===== src/rtl/snd_dma_pkg.sv =====
// Shared types and defaults for the sound DMA sequencer.
package snd_dma_pkg;

  typedef enum logic [1:0] {
    IDLE = 2'd0,
    ARM  = 2'd1,
    RUN  = 2'd2
  } state_t;

  localparam int unsigned CTRL_EN    = 0;
  localparam int unsigned CTRL_LOOP  = 1;
  localparam int unsigned DEF_ADDR_W = 21;
  localparam int unsigned DEF_DEPTH  = 4;

endpackage


===== src/rtl/snd_level_cnt.sv =====
// Saturating sound-FIFO occupancy counter with sticky overflow/underflow flags.
module snd_level_cnt #(
  parameter int unsigned DEPTH = 4,
  parameter int unsigned LW    = $clog2(DEPTH) + 1
) (
  input  logic          clk,
  input  logic          rst,
  input  logic          inc,
  input  logic          dec,
  input  logic          clr,
  output logic [LW-1:0] level,
  output logic [LW-1:0] level_nxt,
  output logic          ovf,
  output logic          unf
);

  localparam logic [LW-1:0] FULL = LW'(DEPTH);

  logic ovf_set;
  logic unf_set;

  always_comb begin
    level_nxt = level;
    ovf_set   = 1'b0;
    unf_set   = 1'b0;
    if (inc && !dec) begin
      if (level == FULL) ovf_set = 1'b1;
      else               level_nxt = level + 1'b1;
    end else if (dec && !inc) begin
      if (level == '0) unf_set = 1'b1;
      else             level_nxt = level - 1'b1;
    end
  end

  // A new event in the same cycle as a clear leaves the flag set.
  always_ff @(posedge clk) begin
    if (rst) begin
      level <= '0;
      ovf   <= 1'b0;
      unf   <= 1'b0;
    end else begin
      level <= level_nxt;
      ovf   <= (ovf & ~clr) | ovf_set;
      unf   <= (unf & ~clr) | unf_set;
    end
  end

endmodule


===== src/rtl/snd_dma_seq.sv =====
// Sound DMA sequencer: frame address stepping, loop replay, FIFO request and frame-end interrupt.
module snd_dma_seq
  import snd_dma_pkg::*;
#(
  parameter int unsigned ADDR_W = DEF_ADDR_W,
  parameter int unsigned DEPTH  = DEF_DEPTH
) (
  input  logic                       clk,
  input  logic                       rst,
  input  logic                       start_we,
  input  logic                       end_we,
  input  logic [ADDR_W-1:0]          addr_din,
  input  logic                       ctrl_we,
  input  logic [1:0]                 ctrl_din,
  input  logic                       sload,
  input  logic                       stake,
  output logic                       sndon,
  output logic                       sreq,
  output logic [ADDR_W-1:0]          snd_addr,
  output logic                       sint,
  output logic [$clog2(DEPTH):0]     level,
  output logic                       ovf,
  output logic                       unf
);

  localparam int unsigned LW = $clog2(DEPTH) + 1;

  state_t            state, state_nxt;
  logic [ADDR_W-1:0] start_r, end_r, end_l;
  logic              loop_r;
  logic [ADDR_W-1:0] step_addr, addr_nxt, end_l_nxt;
  logic [LW-1:0]     level_nxt;
  logic              frame_end, arm_empty, disable_req;
  logic              sint_nxt, sndon_nxt, sreq_nxt;

  snd_level_cnt #(.DEPTH(DEPTH), .LW(LW)) u_level (
    .clk       (clk),
    .rst       (rst),
    .inc       (sload),
    .dec       (stake),
    .clr       (ctrl_we),
    .level     (level),
    .level_nxt (level_nxt),
    .ovf       (ovf),
    .unf       (unf)
  );

  assign step_addr   = snd_addr + 1'b1;
  assign frame_end   = (state == RUN) && sload && (step_addr == end_l);
  assign arm_empty   = (start_r >= end_r);
  assign disable_req = ctrl_we && !ctrl_din[CTRL_EN];

  always_ff @(posedge clk) begin
    if (rst) begin
      start_r <= '0;
      end_r   <= '0;
      loop_r  <= 1'b0;
    end else begin
      if (start_we) start_r <= addr_din;
      if (end_we)   end_r   <= addr_din;
      if (ctrl_we)  loop_r  <= ctrl_din[CTRL_LOOP];
    end
  end

  always_ff @(posedge clk) begin
    if (rst) state <= IDLE;
    else     state <= state_nxt;
  end

  always_comb begin
    state_nxt = state;
    case (state)
      IDLE:    if (ctrl_we && ctrl_din[CTRL_EN]) state_nxt = ARM;
      ARM:     state_nxt = arm_empty ? IDLE : RUN;
      RUN:     if ((frame_end && !loop_r) || disable_req) state_nxt = IDLE;
      default: state_nxt = IDLE;
    endcase
  end

  // Address update follows the loop rule even when a disable lands on the frame-end load.
  always_comb begin
    addr_nxt  = snd_addr;
    end_l_nxt = end_l;
    sint_nxt  = 1'b0;
    if (state == ARM) begin
      addr_nxt  = start_r;
      end_l_nxt = end_r;
      sint_nxt  = arm_empty;
    end else if (state == RUN && sload) begin
      if (frame_end) begin
        sint_nxt = 1'b1;
        if (loop_r) begin
          addr_nxt  = start_r;
          end_l_nxt = end_r;
        end
      end else begin
        addr_nxt = step_addr;
      end
    end
    sndon_nxt = (state_nxt == RUN);
    sreq_nxt  = sndon_nxt && (level_nxt < LW'(DEPTH - 1));
  end

  always_ff @(posedge clk) begin
    if (rst) begin
      snd_addr <= '0;
      end_l    <= '0;
      sint     <= 1'b0;
      sndon    <= 1'b0;
      sreq     <= 1'b0;
    end else begin
      snd_addr <= addr_nxt;
      end_l    <= end_l_nxt;
      sint     <= sint_nxt;
      sndon    <= sndon_nxt;
      sreq     <= sreq_nxt;
    end
  end

endmodule


===== config.mk =====
export PLATFORM = sky130hd
export DESIGN_NAME = snd_dma_seq
export DESIGN_NICKNAME = d
export VERILOG_FILES = /design/src/rtl/snd_dma_pkg.sv /design/src/rtl/snd_level_cnt.sv /design/src/rtl/snd_dma_seq.sv
export SDC_FILE = /design/constraint.sdc
export NUM_CORES = 1
export LEC_CHECK = 0
export ABC_AREA = 1
export BUFFER_PORTS_ARGS = -buffer_cell sky130_fd_sc_hd__buf_2
export CAP_MARGIN = 5
export CELL_PAD_IN_SITES_DETAIL_PLACEMENT = 1
export CELL_PAD_IN_SITES_GLOBAL_PLACEMENT = 2
export CORE_MARGIN = 1
export CORE_UTILIZATION = 34
export CTS_BUF_LIST = sky130_fd_sc_hd__clkbuf_4
export DETAILED_ROUTE_END_ITERATION = 6
export PLACE_DENSITY_LB_ADDON = 0.3
export SLEW_MARGIN = 20
export SYNTH_ARGS = -nofsm -noshare
export SYNTH_HDL_FRONTEND = slang
export SYNTH_SLANG_ARGS = --single-unit

===== constraint.sdc =====
create_clock -name clk -period 2.7 [get_ports clk]
set_input_delay 0.27 -clock clk [delete_from_list [all_inputs] [get_ports clk]]
set_output_delay 0.27 -clock clk [all_outputs]
set_load 0.03 [all_outputs]

==> run metrics, run 1 <==
grt met3 use=0.0289; Worst Path Max Fanout=8; Unique masters post-synth=44; vias in the first global route=5,493; most frequent cell after synthesis=nand2_1; number of synthesized flops with an enable pin=0; Final Net Count=942; global placement routability congestion=0.834; max_cap viols=0; Switching Fraction=0.363; I/O pin count=59; Pleak=3.00 nW; Max Freq=390 MHz; critical path's top delay family=simple AND/OR/NAND/NOR gates; router iterations before antenna repair=4; Initial Utilization=0.350; initial antenna violation count=0; ANT cells=0; Place WS=-58.4 ps; Min-Delay Path Depth=3; row cnt=46; grt peak-use layer=met2; largest net degree at the start of global routing=88; sequential fraction of the synthesis area=0.339; Core ar.=16,000 um^2; cts bufs inserted=9; worst path arrival time=2950 ps; Post-Syn Nets=872; Worst Skew=13.2 ps; grt met1 use=0.314; Synth area leader=dfxtp_1; DRC violations left=0; yosys warns=0; CP Capture Type=flop; initial DRC count=178; Slew Limit Fails=0; P&R area growth vs syn=17.0%; Finish-stage setup viols=0; maximum VDD drop=251 uV; Combinational Power Share=0.267; Pint=0.00208 W; syn_area_per_cell=6.86 um^2; fin worst setup slack=136 ps; Max clock buf depth=2; die width=130 um; Clock Power Share=0.245; Setup crit start kind=flop; Clock Latency Late Sink=480 ps; number of cells on the critical path=15; R2R cell count=15; H-Tree Depth=3; Crit Path Class=flop to flop; PD cells=498 nW/um^2; port bufs=58; outcome=finished clean; Total GRT Usage=0.222; average vias per placed instance=4.99; die area=17,000 um^2; CTS Sinks=95; Worst path slowest cell=dfxtp_2; Die Ht=130 um; Fill cells=2,130; Syn Inst Count=817; GRT met2 Usage=0.353; worst-margin pin slew=715 ps; Routed WL=18.4 mm; post-layout minimum cycle time=2560 ps; period utilisation layout=0.950; Hold Fails Final Rpt=0; Synth Flop Type=dfxtp_1; Worst Path Required=3090 ps; Seq pwr share=0.488; antenna-violating nets left=0; Root Buffer=clkbuf_4; setup tns final=0 ps; first-pass GRT wire length=28.7 mm; HPWL Detailed=13.9 mm; hold slack final=42.2 ps; Sw Pwr=0.00119 W; Reg clk slew, reported paths=150 ps; Avg WL per Cell=16.6 um; cells along the critical path=buf_6 > nand2_1 > nor2_4 > buf_4 > nand3_1 > nor2_2 > xnor3_1 > nand2_2 > nor2_4 > nand3_4 > nand2_8 > nand2_8 > clkbuf_16 > o21ai_0 > nor2_1; CP max stage delay=390 ps; Synth top area share=0.339; TritonCTS clock tree=built; Post-synth ARST share=0; vias=5,523; Synth Cell Area=5600 um^2; gr ovfl total=0; top cells by area, synth=dfxtp_1 (34%), nand2_1 (12%), o21ai_0 (7.0%), inv_1 (6.6%), a21oi_1 (5.7%); Worst Hold Class=input port to flop; share of cells above drive strength 1=0.207; WP buf/inv=3; relative slew slack=0.518; #FFs+latches synth=95; Commonest cells post-synth=nand2_1 (182), inv_1 (99), dfxtp_1 (95)
-- path summary, 6_finish.rpt --
path                                  start    endpoint  slack, ps
worst max-delay path            snd_addr[0]   end_l[16]        140
worst min-delay path            addr_din[1]  start_r[1]         40
worst max register to register  snd_addr[0]   end_l[16]        140
worst min register to register     state[0]    state[0]        450
-- cell usage in the layout, fill, tap and decap left out, types with 3 or more instances in the layout --
cell type and n:
nand4_1 17, a21oi_1 64, o21ai_1 13, nand2_4 4
ha_1 24, buf_2 58, nand3b_1 5, dfxtp_2 10
dfxtp_4 3, dlygate4sd3_1 3, nand3_2 12, a21oi_2 10
inv_2 5, nor3_1 3, nand2_2 3, inv_1 98
nand3_4 3, nor2_1 75, nand2_1 181, dfxtp_1 82
nand3_1 55, xor2_1 3, o21ai_0 69, nor2_4 10
nor2_2 11, clkbuf_4 9, nand2_8 3, buf_4 24
-- state kept, by name (all words and copies together) (netlist names) --
name / flops
u_level.unf: 1
u_level.level: 3
loop_r: 1
snd_addr: 21
end_l: 21
u_level.ovf: 1
sint: 1
start_r: 21
sreq: 1
state: 2
end_r: 21
sndon: 1
-- worst min-delay path, delay by kind of cell --
family                 cells  cell delay, ps
buffers and inverters      1              90
and+or+nand+nor            2             130
-- final cells by class --
| type | instances | area (um^2) | area share |
|---|---|---|---|
| Timing Repair Buffer | 92 | 628 | 0.0958 |
| Multi-Input combinational cell | 584 | 3210 | 0.489 |
| Clock buffer | 9 | 67.6 | 0.0103 |
| Inverter | 105 | 399 | 0.0609 |
| Clock inverter | 6 | 62.6 | 0.00954 |
| Tap cell | 216 | 270 | 0.0412 |
| Sequential cell | 95 | 1930 | 0.294 |
-- metrics by stage --
stage	power, W	utilization	area (um^2)	cells
floorplan	0.00219	-	5600	817
global placement	0.00242	0.382	6110	1074
detailed placement	0.00245	0.382	6110	1074
CTS	0.00327	0.393	6280	1092
global route	0.00347	0.410	6560	1107
finish	0.00327	0.410	6560	1107
-- layer usage --
| metal | vias to the layer above | wire length (um) | share of wire |
|---|---|---|---|
| li1 | 2795 | - | - |
| met1 | 2625 | 9100 | 0.50 |
| met2 | 83 | 8310 | 0.45 |
| met3 | 20 | 642 | 0.035 |
| met4 | 0 | 308 | 0.017 |
| met5 | - | 0 | 0 |
-- logic make-up (layout without fill, tap and decap cells) --
family          after synthesis  count (layout)  synth area share
compound gates              164             164             0.157
xor+xnor                      5               5            0.0103
fa+ha+maj                    25              25            0.0558
buf+inv                     138             212             0.106
flops                        95              95             0.339
simple gates                390             390             0.332
-- power by group through the flow --
stage	registers, W	clock network [W]	logic [W]
2_1_floorplan	0.00167	0	0.000516
3_3_place_gp	0.00161	0	0.000814
3_5_place_dp	0.00162	0	0.000839
4_1_cts	0.00158	0.000838	0.000847
5_1_grt	0.00161	0.000891	0.000976
6_report	0.00159	0.000801	0.000873
-- repair_timing --
| action | CTS | global route |
|---|---|---|
| endpoints found under the setup margin | 33 | 43 |
| setup buffers | 0 | 13 |
| resized for setup | 4 | 48 |
| pin swaps | 0 | 10 |
| hold buffers | 3 | 0 |
| cloned | 0 | 2 |
| endpoints found under the hold margin | 2 | 0 |
No activity file was read; power rests on OpenSTA's default activity.
==> run 2: changes to the inputs <==
--- a/config.mk
+++ b/config.mk
@@ -5,16 +5,15 @@
 export SDC_FILE = /design/constraint.sdc
 export NUM_CORES = 1
 export LEC_CHECK = 0
-export ABC_AREA = 1
 export BUFFER_PORTS_ARGS = -buffer_cell sky130_fd_sc_hd__buf_2
 export CAP_MARGIN = 5
 export CELL_PAD_IN_SITES_DETAIL_PLACEMENT = 1
 export CELL_PAD_IN_SITES_GLOBAL_PLACEMENT = 2
 export CORE_MARGIN = 1
-export CORE_UTILIZATION = 34
+export CORE_UTILIZATION = 37
 export CTS_BUF_LIST = sky130_fd_sc_hd__clkbuf_4
 export DETAILED_ROUTE_END_ITERATION = 6
-export PLACE_DENSITY_LB_ADDON = 0.3
+export PLACE_DENSITY = 0.92
 export SLEW_MARGIN = 20
 export SYNTH_ARGS = -nofsm -noshare
 export SYNTH_HDL_FRONTEND = slang
==> run metrics, run 2 <==
outcome=finished with violations; violated checks=design-rule violations, negative setup slack; M1 WL=8.68 mm; P&R area growth vs syn=27.3%; port bufs=58; post-layout minimum cycle time=3200 ps; Initial Utilization=0.383; Worst Skew=23.4 ps; DRC violations left=4; vias=5,507; most frequent cell after synthesis=dfxtp_1; Crit Path Class=flop to flop; Combinational Power Share=0.213; largest net degree at the start of global routing=46; Worst Path Max Fanout=8; Clock Latency Late Sink=500 ps; first-pass GRT wire length=29.8 mm; R2R setup slack=-500 ps; die area=15,800 um^2; row cnt=44; I/O pin count=59; Max clock buf depth=2; syn_area_per_cell=8.64 um^2; Total GRT Usage=0.242; gr ovfl total=0; CP Capture Type=flop; vias in the first global route=5,671; Synth top area share=0.336; cts bufs inserted=9; RSZ-0062 raised after global routing=yes; Reg clk slew, reported paths=180 ps; die width=126 um; Avg WL per Cell=20.9 um; average vias per placed instance=5.74; Clock Power Share=0.272; Setup crit start kind=flop; initial DRC count=303; Hold Fails Final Rpt=0; worst path arrival time=3610 ps; DR WL met3=859 um; global placement routability congestion=0.947; yosys warns=0; maximum VDD drop=308 uV; Routed WL=20.1 mm; CTS Sinks=95; top cells by area, synth=dfxtp_1 (34%), mux2i_1 (15%), ha_1 (5.5%), nor2_1 (4.8%), nand2_1 (4.2%); Syn Inst Count=655; design area=7200 um^2; Synth Flop Type=dfxtp_1; Max Used Layer=met4; HPWL Detailed=14.1 mm; Root Buffer=clkbuf_4; Final Net Count=825; sequential fraction of the synthesis area=0.336; Seq pwr share=0.515; worst hold endpoint=loop_r; #FFs+latches synth=95; worst reg2reg startpoint=snd_addr[1]; Finish-stage setup viols=43; Worst Path Required=3110 ps; antenna-violating nets left=0; Max Freq=312 MHz; Unique masters post-synth=72; Post-synth ARST share=0; Slew Limit Fails=0; Power Total=0.00298 W; worst hold path startpoint=ctrl_din[1]; Pleak=3.32 nW; Worst Hold Class=input port to flop; relative slew slack=0.516; period utilisation layout=1.19; TritonCTS clock tree=built; share of cells above drive strength 1=0.301; Min-Delay Path Depth=3; Commonest cells post-synth=dfxtp_1 (95), mux2i_1 (84), nor2_1 (72); initial antenna violation count=1; commonest non-fill, non-tap cell in the layout=mux2i_1; DR WL met2=9.97 mm; H-Tree Depth=3; fin worst setup slack=-500 ps; reg2reg end=snd_addr[1]; Sw Pwr=0.00103 W; Pint=0.00195 W; Post-Syn Nets=710; router iterations before antenna repair=7; most frequent cells in the layout=mux2i_1 (83), dfxtp_1 (81), buf_4 (73), nor2_1 (71), nand2_1 (64); PD cells=413 nW/um^2; Synth area leader=dfxtp_1; Switching Fraction=0.346; max_cap viols=0; Area after DPL=6610 um^2; Synth Cell Area=5660 um^2; Die Ht=126 um; Core ar.=14,800 um^2; number of synthesized flops with an enable pin=0; R2R cell count=11; worst-margin pin slew=715 ps
## run 2: changes by cell type in the layout (fill, tap and decap cells not counted), sizes merged, moves of 25 or more
cell   change
inv       -58
buf       +58
a21oi     -51
nand3     -43
o21ai     -72
mux2i     +84
nand2    -126
nor2      -25
## run 2: worst max-delay path by stage
stage | start | end | slack, ps | depth (start not counted)
6_report | snd_addr[1] | snd_addr[1] | -500 | 11
5_1_grt | snd_addr[0] | snd_addr[1] | -570 | 10
4_1_cts | snd_addr[0] | snd_addr[7] | -320 | 11
3_5_place_dp | snd_addr[0] | snd_addr[1] | -350 | 10
3_3_place_gp | snd_addr[3] | snd_addr[5] | -260 | 10
2_1_floorplan | snd_addr[0] | snd_addr[12] | -330 | 11
## run 2: metal layers
metal  up-vias  global-route usage
li1       2569                   -
met1      2730               0.306
met2       172               0.411
met3        36              0.0259
met4         0               0.122
met5         -                   0
## run 2: through the flow
| step | hold WS [ps] | setup WS [ps] | std cells | setup TNS (ps) | utilization |
|---|---|---|---|---|---|
| CTS | 0.993 | -317 | 953 | -11610 | 0.472 |
| floorplan | 417 | -329 | 655 | -9720 | - |
| global route | 16.5 | -567 | 960 | -18410 | 0.488 |
| global placement | 458 | -261 | 925 | -8190 | 0.448 |
| detailed placement | 461 | -348 | 925 | -11830 | 0.448 |
| finish | 16.5 | -500 | 960 | -14680 | 0.488 |
## run 2: power groups by stage
stage	Clock [W]	Sequential [W]	Combinational, W
detailed placement	0	0.00156	0.000558
finish	0.000809	0.00153	0.000635
CTS	0.000810	0.00153	0.000595
floorplan	0	0.00157	0.000350
global placement	0	0.00156	0.000522
global route	0.000864	0.00154	0.000682
## run 2: cells by family (layout without fill, tap and decap cells)
family	Yosys count	after routing	share of synthesized area
adders and majority gates	25	25	0.0553
xor gates and xnor gates	21	21	0.0325
muxes	84	84	0.149
buffers and inverters	85	205	0.0690
AOI/OAI and AO/OA	112	112	0.153
other	0	1	0
DFF	95	95	0.336
and+or+nand+nor	233	233	0.205
## run 2: final cells by class
cell class / count / area [um^2]
repair buffers: 148 / 1110
diodes: 1 / 2.50
inverters: 41 / 154
flip-flops and latches: 95 / 1930
fillers: 1755 / 7550
clock inverters: 7 / 62.6
well taps: 184 / 230
clock buffers: 9 / 67.6
multi-input cells: 475 / 3650
## run 2: what timing repair did
| item | CTS | global route |
|---|---|---|
| pin swaps | 11 | 9 |
| setup buffers | 9 | 4 |
| hold endpoints to repair | 1 | 0 |
| cloned | 2 | 3 |
| hold buffers | 1 | 0 |
| setup endpoints to repair | 46 | 46 |
| gates resized for setup | 30 | 30 |
## run 2: worst max-delay path, cell delays in order (launching register included)
cell,delay (ps)
dfxtp_4,400
buf_4,140
and4_1,270
buf_4,210
a32o_1,200
o211ai_1,190
o211ai_1,170
or4b_4,580
buf_4,180
o21ai_2,300
nand2_1,160
a221oi_2,310
==> run 3: changes to the inputs <==
--- a/config.mk
+++ b/config.mk
@@ -5,6 +5,7 @@
 export SDC_FILE = /design/constraint.sdc
 export NUM_CORES = 1
 export LEC_CHECK = 0
+export ABC_CLOCK_PERIOD_IN_PS = 2700
 export BUFFER_PORTS_ARGS = -buffer_cell sky130_fd_sc_hd__buf_2
 export CAP_MARGIN = 5
 export CELL_PAD_IN_SITES_DETAIL_PLACEMENT = 1
@@ -14,6 +15,7 @@
 export CTS_BUF_LIST = sky130_fd_sc_hd__clkbuf_4
 export DETAILED_ROUTE_END_ITERATION = 6
 export PLACE_DENSITY = 0.92
+export REMOVE_ABC_BUFFERS = 1
 export SLEW_MARGIN = 20
 export SYNTH_ARGS = -nofsm -noshare
 export SYNTH_HDL_FRONTEND = slang
==> run metrics, run 3 (same netlist as run 2, synthesis figures left out) <==
Clock Power Share=0.312; port bufs=58; Setup crit start kind=flop; P&R area growth vs syn=36.0%; Initial Utilization=0.383; cts bufs inserted=9; Slew Limit Fails=0; Root Buffer=clkbuf_4; Reg clk slew, reported paths=170 ps; die area=15,800 um^2; initial DRC count=477; max_cap viols=0; CTS Sinks=95; Final Net Count=856; TritonCTS clock tree=built; CP max stage delay=380 ps; PD cells=423 nW/um^2; first-pass GRT wire length=30.9 mm; post-layout minimum cycle time=3360 ps; Worst Path Required=3060 ps; gr ovfl total=0; Worst path slowest cell=dfxtp_2; worst path arrival time=3720 ps; most frequent cells in the layout=dfxtp_1 (82), buf_4 (82), mux2i_1 (79), nor2_1 (71), nand2_1 (64); maximum VDD drop=194 uV; CP Capture Type=flop; Post-Layout Cell Count=991; cells along the critical path=buf_4 > nand4_1 > buf_4 > buf_4 > buf_4 > o21bai_1 > a21oi_1 > o211a_1 > and2_4 > a31oi_4 > buf_12 > mux2i_1 > o221ai_1; fin worst setup slack=-663 ps; outcome=finished with violations; Crit Path Class=flop to flop; hold slack final=-3.28 ps; Routed WL=22.8 mm; Hold Fails Final Rpt=1; Clock Latency Late Sink=520 ps; crit-path most repeated cell=buf_4; Max Freq=297 MHz; global placement routability congestion=0.922; H-Tree Depth=3; Combinational Power Share=0.220; router iterations before antenna repair=7; vias=5,855; Total GRT Usage=0.251; Die Ht=126 um; share of cells above drive strength 1=0.320; average vias per placed instance=5.91; worst-margin pin slew=903 ps; die width=126 um; largest net degree at the start of global routing=66; Worst Path Max Fanout=10; violated checks=design-rule violations, negative hold slack, negative setup slack; HPWL Detailed=13.1 mm; RSZ-0062 raised after global routing=yes; Avg WL per Cell=23.0 um; period utilisation layout=1.25; I/O pin count=59; antenna-violating nets left=0; Max clock buf depth=2; Seq pwr share=0.468; Switching Fraction=0.310; Placed Instances=930; Pint=0.00224 W; vias in the first global route=5,839; Pleak=3.57 nW; Finished Core Util=0.522; Fill cells=1,700; row cnt=44; Worst Hold Class=input port to flop; Worst Skew=17.6 ps; DRC violations left=3; initial antenna violation count=1; Core ar.=14,800 um^2; relative slew slack=0.397; Sw Pwr=0.00101 W; Finish-stage setup viols=46
==> run 3: changes by cell type in the layout (fill, tap and decap cells not counted), sizes merged <==
| cell | delta |
|---|---|
| bufinv | +3 |
| buf | +23 |
| dlygate4sd3 | +7 |
| clkbuf | +1 |
| inv | -4 |
| clkinv | +1 |
==> run 3: per-layer routing <==
layer / wire length, um / vias up / global-route usage
met2: 11200 / 251 / 0.430
met5: 0 / - / 0
met3: 1350 / 94 / 0.0327
met4: 1150 / 0 / 0.133
li1: - / 2633 / -
met1: 9130 / 2877 / 0.309
==> run 3: timing repair <==
item                                    4_1_cts  5_1_grt
buffers inserted                             19       14
endpoints found under the hold margin        10        0
hold buffers                                  8        0
pin swaps                                    20       20
resized for setup                            51       53
cloned                                        3        3
endpoints found under the setup margin       46       46
==> run 3: worst max-delay path, delay by kind of cell, from the launching register on <==
kind / cells / cell delay (ps)
DFF: 1 / 380
muxes: 1 / 290
AOI/OAI and AO/OA: 5 / 1140
and+or+nand+nor: 2 / 460
buffers and inverters: 5 / 910
==> run 3: cell type report <==
cell class | count | area, um^2 | share of cell area
antenna | 1 | 2.50 | 0.000325
timing repair buffer | 179 | 1520 | 0.198
sequential | 95 | 1930 | 0.250
multi-input combinational | 475 | 3680 | 0.478
inverter | 41 | 154 | 0.0200
clock buffer | 9 | 67.6 | 0.00878
clock inverter | 7 | 120 | 0.0156
tap | 184 | 230 | 0.0299
==> run 3: power by group through the flow <==
stage               clock, W  sequential, W  combinational (W)
detailed placement         0        0.00155           0.000572
floorplan                  0        0.00157           0.000306
global route         0.00109        0.00153           0.000761
CTS                  0.00102        0.00152           0.000632
finish               0.00102        0.00152           0.000715
global placement           0        0.00154           0.000547
==> run 3: final timing paths <==
kind,from,to,slack (ps),cells after the start
min reg2reg,end_l[3],end_l[3],490,2
max reg2reg,snd_addr[1],snd_addr[13],-660,13
min,addr_din[19],start_r[19],-3,3
max,snd_addr[1],snd_addr[13],-660,13
==> run 3: stage by stage <==
stage	hold WS, ps	TNS (ps)	setup slack [ps]	area (um^2)	power (W)
after floorplan	339	-63880	-1550	5420	0.00187
after global placement	455	-11660	-325	6620	0.00209
after detailed placement	459	-14610	-419	6620	0.00212
after CTS	0.505	-7350	-254	7300	0.00317
after global routing	1.13	-24550	-671	7700	0.00338
final	-3.28	-23460	-663	7700	0.00325
